## src/rtl/rf_wb_arbiter_if.sv

```systemverilog
// Bundle of write-back requests, register-file write port and bypass lookups
// shared between the arbiter and whatever drives it.
interface rf_wb_arbiter_if #(
    parameter int DATA_WIDTH = 32,
    parameter int ADDR_WIDTH = 5
);
    logic                  wb_en;
    logic                  req0_valid;
    logic [ADDR_WIDTH-1:0] req0_waddr;
    logic [DATA_WIDTH-1:0] req0_wdata;
    logic                  req0_ready;
    logic                  req1_valid;
    logic [ADDR_WIDTH-1:0] req1_waddr;
    logic [DATA_WIDTH-1:0] req1_wdata;
    logic                  req1_ready;
    logic                  rf_wen;
    logic [ADDR_WIDTH-1:0] rf_waddr;
    logic [DATA_WIDTH-1:0] rf_wdata;
    logic [ADDR_WIDTH-1:0] qaddr1;
    logic [ADDR_WIDTH-1:0] qaddr2;
    logic                  fwd_hit1;
    logic                  fwd_hit2;
    logic [DATA_WIDTH-1:0] fwd_data1;
    logic [DATA_WIDTH-1:0] fwd_data2;

    modport slave (
        input  wb_en,
        input  req0_valid, req0_waddr, req0_wdata,
        output req0_ready,
        input  req1_valid, req1_waddr, req1_wdata,
        output req1_ready,
        output rf_wen, rf_waddr, rf_wdata,
        input  qaddr1, qaddr2,
        output fwd_hit1, fwd_hit2, fwd_data1, fwd_data2
    );

    modport master (
        output wb_en,
        output req0_valid, req0_waddr, req0_wdata,
        input  req0_ready,
        output req1_valid, req1_waddr, req1_wdata,
        input  req1_ready,
        input  rf_wen, rf_waddr, rf_wdata,
        output qaddr1, qaddr2,
        input  fwd_hit1, fwd_hit2, fwd_data1, fwd_data2
    );
endinterface

```

## src/rtl/rf_wb_arbiter.sv

```systemverilog
// Two-requester round-robin write-back arbiter feeding a single register-file
// write port through a one-entry stage, with bypass of the staged write.
module rf_wb_arbiter #(
    parameter int DATA_WIDTH = 32,
    parameter int ADDR_WIDTH = 5
) (
    input logic            clk,
    input logic            rst_n,
    rf_wb_arbiter_if.slave bus
);

    logic                  prio_ptr;
    logic                  gnt0_p0;
    logic                  gnt1_p0;
    logic                  vld_p1;
    logic [ADDR_WIDTH-1:0] waddr_p1;
    logic [DATA_WIDTH-1:0] wdata_p1;
    logic                  wen_p1;

    // Stage p0: grant decision from valids, wb_en and pointer only.
    always_comb begin
        gnt0_p0 = 1'b0;
        gnt1_p0 = 1'b0;
        if (rst_n && bus.wb_en) begin
            if (bus.req0_valid && (!bus.req1_valid || !prio_ptr))
                gnt0_p0 = 1'b1;
            else if (bus.req1_valid)
                gnt1_p0 = 1'b1;
        end
    end

    assign bus.req0_ready = gnt0_p0;
    assign bus.req1_ready = gnt1_p0;

    always_ff @(posedge clk or negedge rst_n) begin
        if (!rst_n) begin
            prio_ptr <= 1'b0;
        end else if (gnt0_p0) begin
            prio_ptr <= 1'b1;
        end else if (gnt1_p0) begin
            prio_ptr <= 1'b0;
        end
    end

    // Stage p1: accepted write, drained unconditionally on the next edge.
    always_ff @(posedge clk or negedge rst_n) begin
        if (!rst_n) begin
            vld_p1   <= 1'b0;
            waddr_p1 <= '0;
            wdata_p1 <= '0;
        end else begin
            vld_p1 <= gnt0_p0 | gnt1_p0;
            if (gnt0_p0) begin
                waddr_p1 <= bus.req0_waddr;
                wdata_p1 <= bus.req0_wdata;
            end else if (gnt1_p0) begin
                waddr_p1 <= bus.req1_waddr;
                wdata_p1 <= bus.req1_wdata;
            end
        end
    end

    // Writes to register 0 are accepted but never reach the register file.
    assign wen_p1       = vld_p1 && (waddr_p1 != '0);
    assign bus.rf_wen   = wen_p1;
    assign bus.rf_waddr = waddr_p1;
    assign bus.rf_wdata = wdata_p1;

    assign bus.fwd_hit1  = wen_p1 && (bus.qaddr1 != '0) && (bus.qaddr1 == waddr_p1);
    assign bus.fwd_hit2  = wen_p1 && (bus.qaddr2 != '0) && (bus.qaddr2 == waddr_p1);
    assign bus.fwd_data1 = bus.fwd_hit1 ? wdata_p1 : '0;
    assign bus.fwd_data2 = bus.fwd_hit2 ? wdata_p1 : '0;

endmodule

```

## src/flat_wrapper.sv

```systemverilog
// flat-port wrapper written by rule: the top's interface ports become plain ports
module rf_wb_arbiter_flat 
#(
    parameter int DATA_WIDTH = 32,
    parameter int ADDR_WIDTH = 5
)
  (clk, rst_n, bus_wb_en, bus_req0_valid, bus_req0_waddr, bus_req0_wdata, bus_req0_ready, bus_req1_valid, bus_req1_waddr, bus_req1_wdata, bus_req1_ready, bus_rf_wen, bus_rf_waddr, bus_rf_wdata, bus_qaddr1, bus_qaddr2, bus_fwd_hit1, bus_fwd_hit2, bus_fwd_data1, bus_fwd_data2);
  rf_wb_arbiter_if #(.DATA_WIDTH(DATA_WIDTH), .ADDR_WIDTH(ADDR_WIDTH)) bus_i ();
  input logic clk;
  input logic rst_n;
  input wire logic [$bits(bus_i.wb_en)-1:0] bus_wb_en;
  input wire logic [$bits(bus_i.req0_valid)-1:0] bus_req0_valid;
  input wire logic [$bits(bus_i.req0_waddr)-1:0] bus_req0_waddr;
  input wire logic [$bits(bus_i.req0_wdata)-1:0] bus_req0_wdata;
  output wire logic [$bits(bus_i.req0_ready)-1:0] bus_req0_ready;
  input wire logic [$bits(bus_i.req1_valid)-1:0] bus_req1_valid;
  input wire logic [$bits(bus_i.req1_waddr)-1:0] bus_req1_waddr;
  input wire logic [$bits(bus_i.req1_wdata)-1:0] bus_req1_wdata;
  output wire logic [$bits(bus_i.req1_ready)-1:0] bus_req1_ready;
  output wire logic [$bits(bus_i.rf_wen)-1:0] bus_rf_wen;
  output wire logic [$bits(bus_i.rf_waddr)-1:0] bus_rf_waddr;
  output wire logic [$bits(bus_i.rf_wdata)-1:0] bus_rf_wdata;
  input wire logic [$bits(bus_i.qaddr1)-1:0] bus_qaddr1;
  input wire logic [$bits(bus_i.qaddr2)-1:0] bus_qaddr2;
  output wire logic [$bits(bus_i.fwd_hit1)-1:0] bus_fwd_hit1;
  output wire logic [$bits(bus_i.fwd_hit2)-1:0] bus_fwd_hit2;
  output wire logic [$bits(bus_i.fwd_data1)-1:0] bus_fwd_data1;
  output wire logic [$bits(bus_i.fwd_data2)-1:0] bus_fwd_data2;
  assign bus_i.wb_en = bus_wb_en;
  assign bus_i.req0_valid = bus_req0_valid;
  assign bus_i.req0_waddr = bus_req0_waddr;
  assign bus_i.req0_wdata = bus_req0_wdata;
  assign bus_req0_ready = bus_i.req0_ready;
  assign bus_i.req1_valid = bus_req1_valid;
  assign bus_i.req1_waddr = bus_req1_waddr;
  assign bus_i.req1_wdata = bus_req1_wdata;
  assign bus_req1_ready = bus_i.req1_ready;
  assign bus_rf_wen = bus_i.rf_wen;
  assign bus_rf_waddr = bus_i.rf_waddr;
  assign bus_rf_wdata = bus_i.rf_wdata;
  assign bus_i.qaddr1 = bus_qaddr1;
  assign bus_i.qaddr2 = bus_qaddr2;
  assign bus_fwd_hit1 = bus_i.fwd_hit1;
  assign bus_fwd_hit2 = bus_i.fwd_hit2;
  assign bus_fwd_data1 = bus_i.fwd_data1;
  assign bus_fwd_data2 = bus_i.fwd_data2;
  rf_wb_arbiter #(.DATA_WIDTH(DATA_WIDTH), .ADDR_WIDTH(ADDR_WIDTH)) u_core (.clk(clk), .rst_n(rst_n), .bus(bus_i));
endmodule
```

## config.mk

```make
export PLATFORM = sky130hd
export DESIGN_NAME = rf_wb_arbiter_flat
export DESIGN_NICKNAME = d
export VERILOG_FILES = /design/src/rtl/rf_wb_arbiter_if.sv /design/src/rtl/rf_wb_arbiter.sv /design/src/flat_wrapper.sv
export SDC_FILE = /design/constraint.sdc
export NUM_CORES = 1
export LEC_CHECK = 0
export ABC_AREA = 1
export BUFFER_PORTS_ARGS = -buffer_cell sky130_fd_sc_hd__buf_2
export CAP_MARGIN = 20
export CORE_MARGIN = 10
export CORE_UTILIZATION = 38
export DETAILED_ROUTE_END_ITERATION = 6
export PLACE_DENSITY = 0.7
export SYNTH_ARGS = -nofsm -noshare
export SYNTH_HDL_FRONTEND = slang
export SYNTH_SLANG_ARGS = --single-unit
```

## constraint.sdc

```tcl
create_clock -name clk -period 1.3 [get_ports clk]
set_input_delay 0.065 -clock clk [delete_from_list [all_inputs] [get_ports clk]]
set_output_delay 0.065 -clock clk [all_outputs]
set_load 0.02 [all_outputs]
```

==> impl_metrics.toml <==
[routing]
final_antenna_net_count = 0
drc = 0
wl_per_cell_um = 17.8
met3_length_mm = 1.10
first_pass_iters = 4
dr.max_layer_used = "met4"
drt_iter0_drc = 104
vias_per_cell = 4.84
met1_length_mm = 4.78
drt_wl_total_mm = 13.2
num_vias = 3584
wl_met2_mm = 6.96

[die]
initial_core_util_pct = 38.8
rows = 32
die_h_um = 109
io_pins = 195
die_area_mm2 = 0.0118
die_w_um = 109
coreArea_mm2 = 0.00769

[layout]
finalNetCount = 726
postLayoutCoreUtil_pct = 72.7
design_area_mm2 = 0.00559
drive_above_1_share_pct = 54.8
synthToLayoutAreaGrowth_pct = 87.5

[outcome]
status = "finished with violations"
violations = "setup timing"

[cts]
clk_latency_ns = 0.29
clkSlewWorstSetupHoldPaths_ns = 0.09
clock_sinks = 39
cts_buffers = 5
root_buffer = "clkbuf_8"
tritoncts = "yes"
cts_buffer_depth = 2
cts_max_level = 2

[worst_setup_path]
cp_slowest_stage_delay_ns = 0.40
r2r-end = "u_core.bus.rf_wdata[2]"
cp_data_arrival_time_ns = 1.80
r2r-start = "u_core.prio_ptr"
r2r_setup_slack_ns = 0.08
slowest_stage = "dfrtp_2"
r2r_cells = 6
cp_max_fo = 7
critPathKind = "reg -> out"
crit_path_end_kind = "primary output"
cp.required_ns = 1.24
critPathLaunchType = "register"
crit_chain = "inv_2 > nand2_2 > nand2_1 > nor2_2 > nand3_4 > buf_4 > buf_16 > nor3_4 > buf_6"

[placed_design]
pre_cts_ws_ns = -0.218
io_buffers = 194
placed_area_mm2 = 0.00453
dp_hpwl_mm = 9.06
gp_congestion = 0.855

[pwr]
combPwrFrac_pct = 50.1
p_seq_share_pct = 33.9
p_leak_nw = 2.81
pwr-share-clk_pct = 16.0
peakVddDrop_mv = 0.586
sw_frac_of_total_pct = 44.8
switchingPower_mw = 2.19
internal_power_mw = 2.69
powerDensity_mw_per_mm2 = 874

[sta]
rsz0062_at_grt = "yes"
period_minus_slack_ns = 1.87
slew-limit-headroom_pct = 65.8
fin_ws_ns = -0.567
worst_pin_slew_ns = 0.513
hold_slack_ns = 0.0230
hold_viol = 0
skew_ns = 0.0126
max_freq_ghz = 0.536
timing.final.crit_share_pct = 144
fin_tns_setup_ns = -32.27
slew_violations = 0
setup_viol = 67

[yosys]
synth_nets = 505
yosysWarningCount = 0
syn_avg_cell_area_um2 = 7.16
synth.distinct_cells = 20
syn_area_mm2 = 0.00298
seq_area_frac_synth_pct = 32.7
synthesis.instances = 416
ys_seq_elements = 39

[worst_hold_path]
hold_start = "bus_req0_wdata[1]"
worstHoldPathCells = 3
min_to = "u_core.bus.rf_wdata[1]"
holdCritPathClass = "in -> reg"

[global_route]
antenna_found_initial = 2
gr-total-overflow = 0
grtUsageTotal_pct = 19.3
grt_max_degree = 40
grt_pass1_wl_mm = 18.1
grt_pass1_vias = 3495

[flow_run]
cap_violations = 0
[sequential cells by signal, summed over array words and instances (netlist names)]
signal and cells:
u_core.bus.rf_waddr 5, u_core.prio_ptr 1, u_core.vld_p1 1, u_core.bus.rf_wdata 32
[cell usage after synthesis]
cell type | instances | area share (%)
inv_2 | 5 | 0.63
buf_6 | 6 | 2.3
nor2_1 | 118 | 15
nor3_1 | 6 | 1.0
nor3_2 | 58 | 19
nand3_2 | 3 | 1.0
buf_4 | 11 | 2.8
nand4_2 | 1 | 0.42
clkbuf_1 | 5 | 0.63
nor2_2 | 4 | 0.84
nand3_4 | 2 | 1.2
buf_2 | 6 | 1.0
a21oi_1 | 1 | 0.17
dfrtp_1 | 39 | 33
nand3_1 | 2 | 0.34
nand2_1 | 68 | 8.6
o21ai_0 | 16 | 2.7
o21ai_1 | 21 | 3.5
inv_1 | 42 | 5.3
xnor2_1 | 2 | 0.59
[logic make-up (layout without fill, tap and decap cells)]
logic type	count (synthesis)	in the layout	synth area share (%)
buf+inv	75	296	12.6
compound gates	38	38	6.38
simple gates	262	262	47.7
xor+xnor	2	2	0.588
other cells	0	2	0
flops	39	39	32.7
[final cells by class]
class | count | area (µm²)
inverter | 47 | 184
fill | 569 | 2100
multi-input combinational | 302 | 2150
sequential | 39 | 982
timing repair buffer | 242 | 2060
antenna | 2 | 5.00
clock buffer | 7 | 76.3
tap | 102 | 128
[cells in the final DEF, fill, tap and decap left out]
| cell type | instances |
|---|---|
| nand2_1 | 59 |
| diode_2 | 2 |
| nor3_2 | 3 |
| dlygate4sd3_1 | 1 |
| nand3_1 | 2 |
| inv_2 | 4 |
| dfrtp_1 | 34 |
| nor2_1 | 115 |
| clkinv_4 | 1 |
| xnor2_2 | 2 |
| inv_1 | 41 |
| buf_8 | 2 |
| dfrtp_2 | 5 |
| nand3_4 | 5 |
| o21ai_0 | 10 |
| buf_4 | 28 |
| nand2_2 | 9 |
| o21ai_1 | 24 |
| clkbuf_1 | 2 |
| nor2_4 | 4 |
| buf_6 | 64 |
| a21oi_2 | 1 |
| buf_12 | 14 |
| inv_4 | 1 |
| nor3_4 | 61 |
| buf_2 | 126 |
| nand4_4 | 1 |
| clkbuf_8 | 5 |
| nor2_2 | 3 |
| buf_16 | 2 |
| o21ai_2 | 3 |
| clkbuf_16 | 5 |
[metal layers]
metal	track usage, %	up-vias
met2	33.0	146
met1	22.8	1653
li1	-	1756
met5	0	-
met4	6.69	0
met3	5.29	29
[stage by stage]
stage,std cells,total power [mW]
floorplan,416,3.02
global placement,707,3.69
detailed placement,707,3.74
CTS,720,4.61
global route,741,5.17
finish,741,4.89
[power by group through the flow]
stage,sequential (mW),clock [mW],combinational [mW]
6_report,1.66,0.780,2.45
2_1_floorplan,1.93,0,1.10
3_3_place_gp,1.66,0,2.03
4_1_cts,1.65,0.805,2.15
5_1_grt,1.69,0.853,2.63
3_5_place_dp,1.67,0,2.06
[worst max-delay path by stage]
stage | cells past startpoint | to | from
4_1_cts | 8 | bus_fwd_data2[1] | u_core.bus.rf_waddr[3]
6_report | 9 | bus_fwd_data1[2] | u_core.bus.rf_waddr[1]
3_5_place_dp | 6 | bus_fwd_data2[4] | u_core.bus.rf_waddr[4]
3_3_place_gp | 8 | bus_fwd_data2[15] | u_core.bus.rf_waddr[3]
5_1_grt | 9 | bus_fwd_data1[2] | u_core.bus.rf_waddr[2]
2_1_floorplan | 6 | bus_fwd_data1[0] | u_core.bus.rf_waddr[3]
[critical path, delay by kind of cell, from the launching register on]
kind | cells | cell delay (ns)
buffers and inverters | 4 | 0.54
flip-flops | 1 | 0.40
AND/OR/NAND/NOR | 5 | 0.57
[timing repair]
action,CTS,global route
gates resized for setup,42,152
hold buffers,1,0
setup buffers,3,11
endpoints found under the hold margin,39,0
pin swaps,2,10
cloned,2,8
setup endpoints to repair,69,94
(Power assumes the default switching activity.)
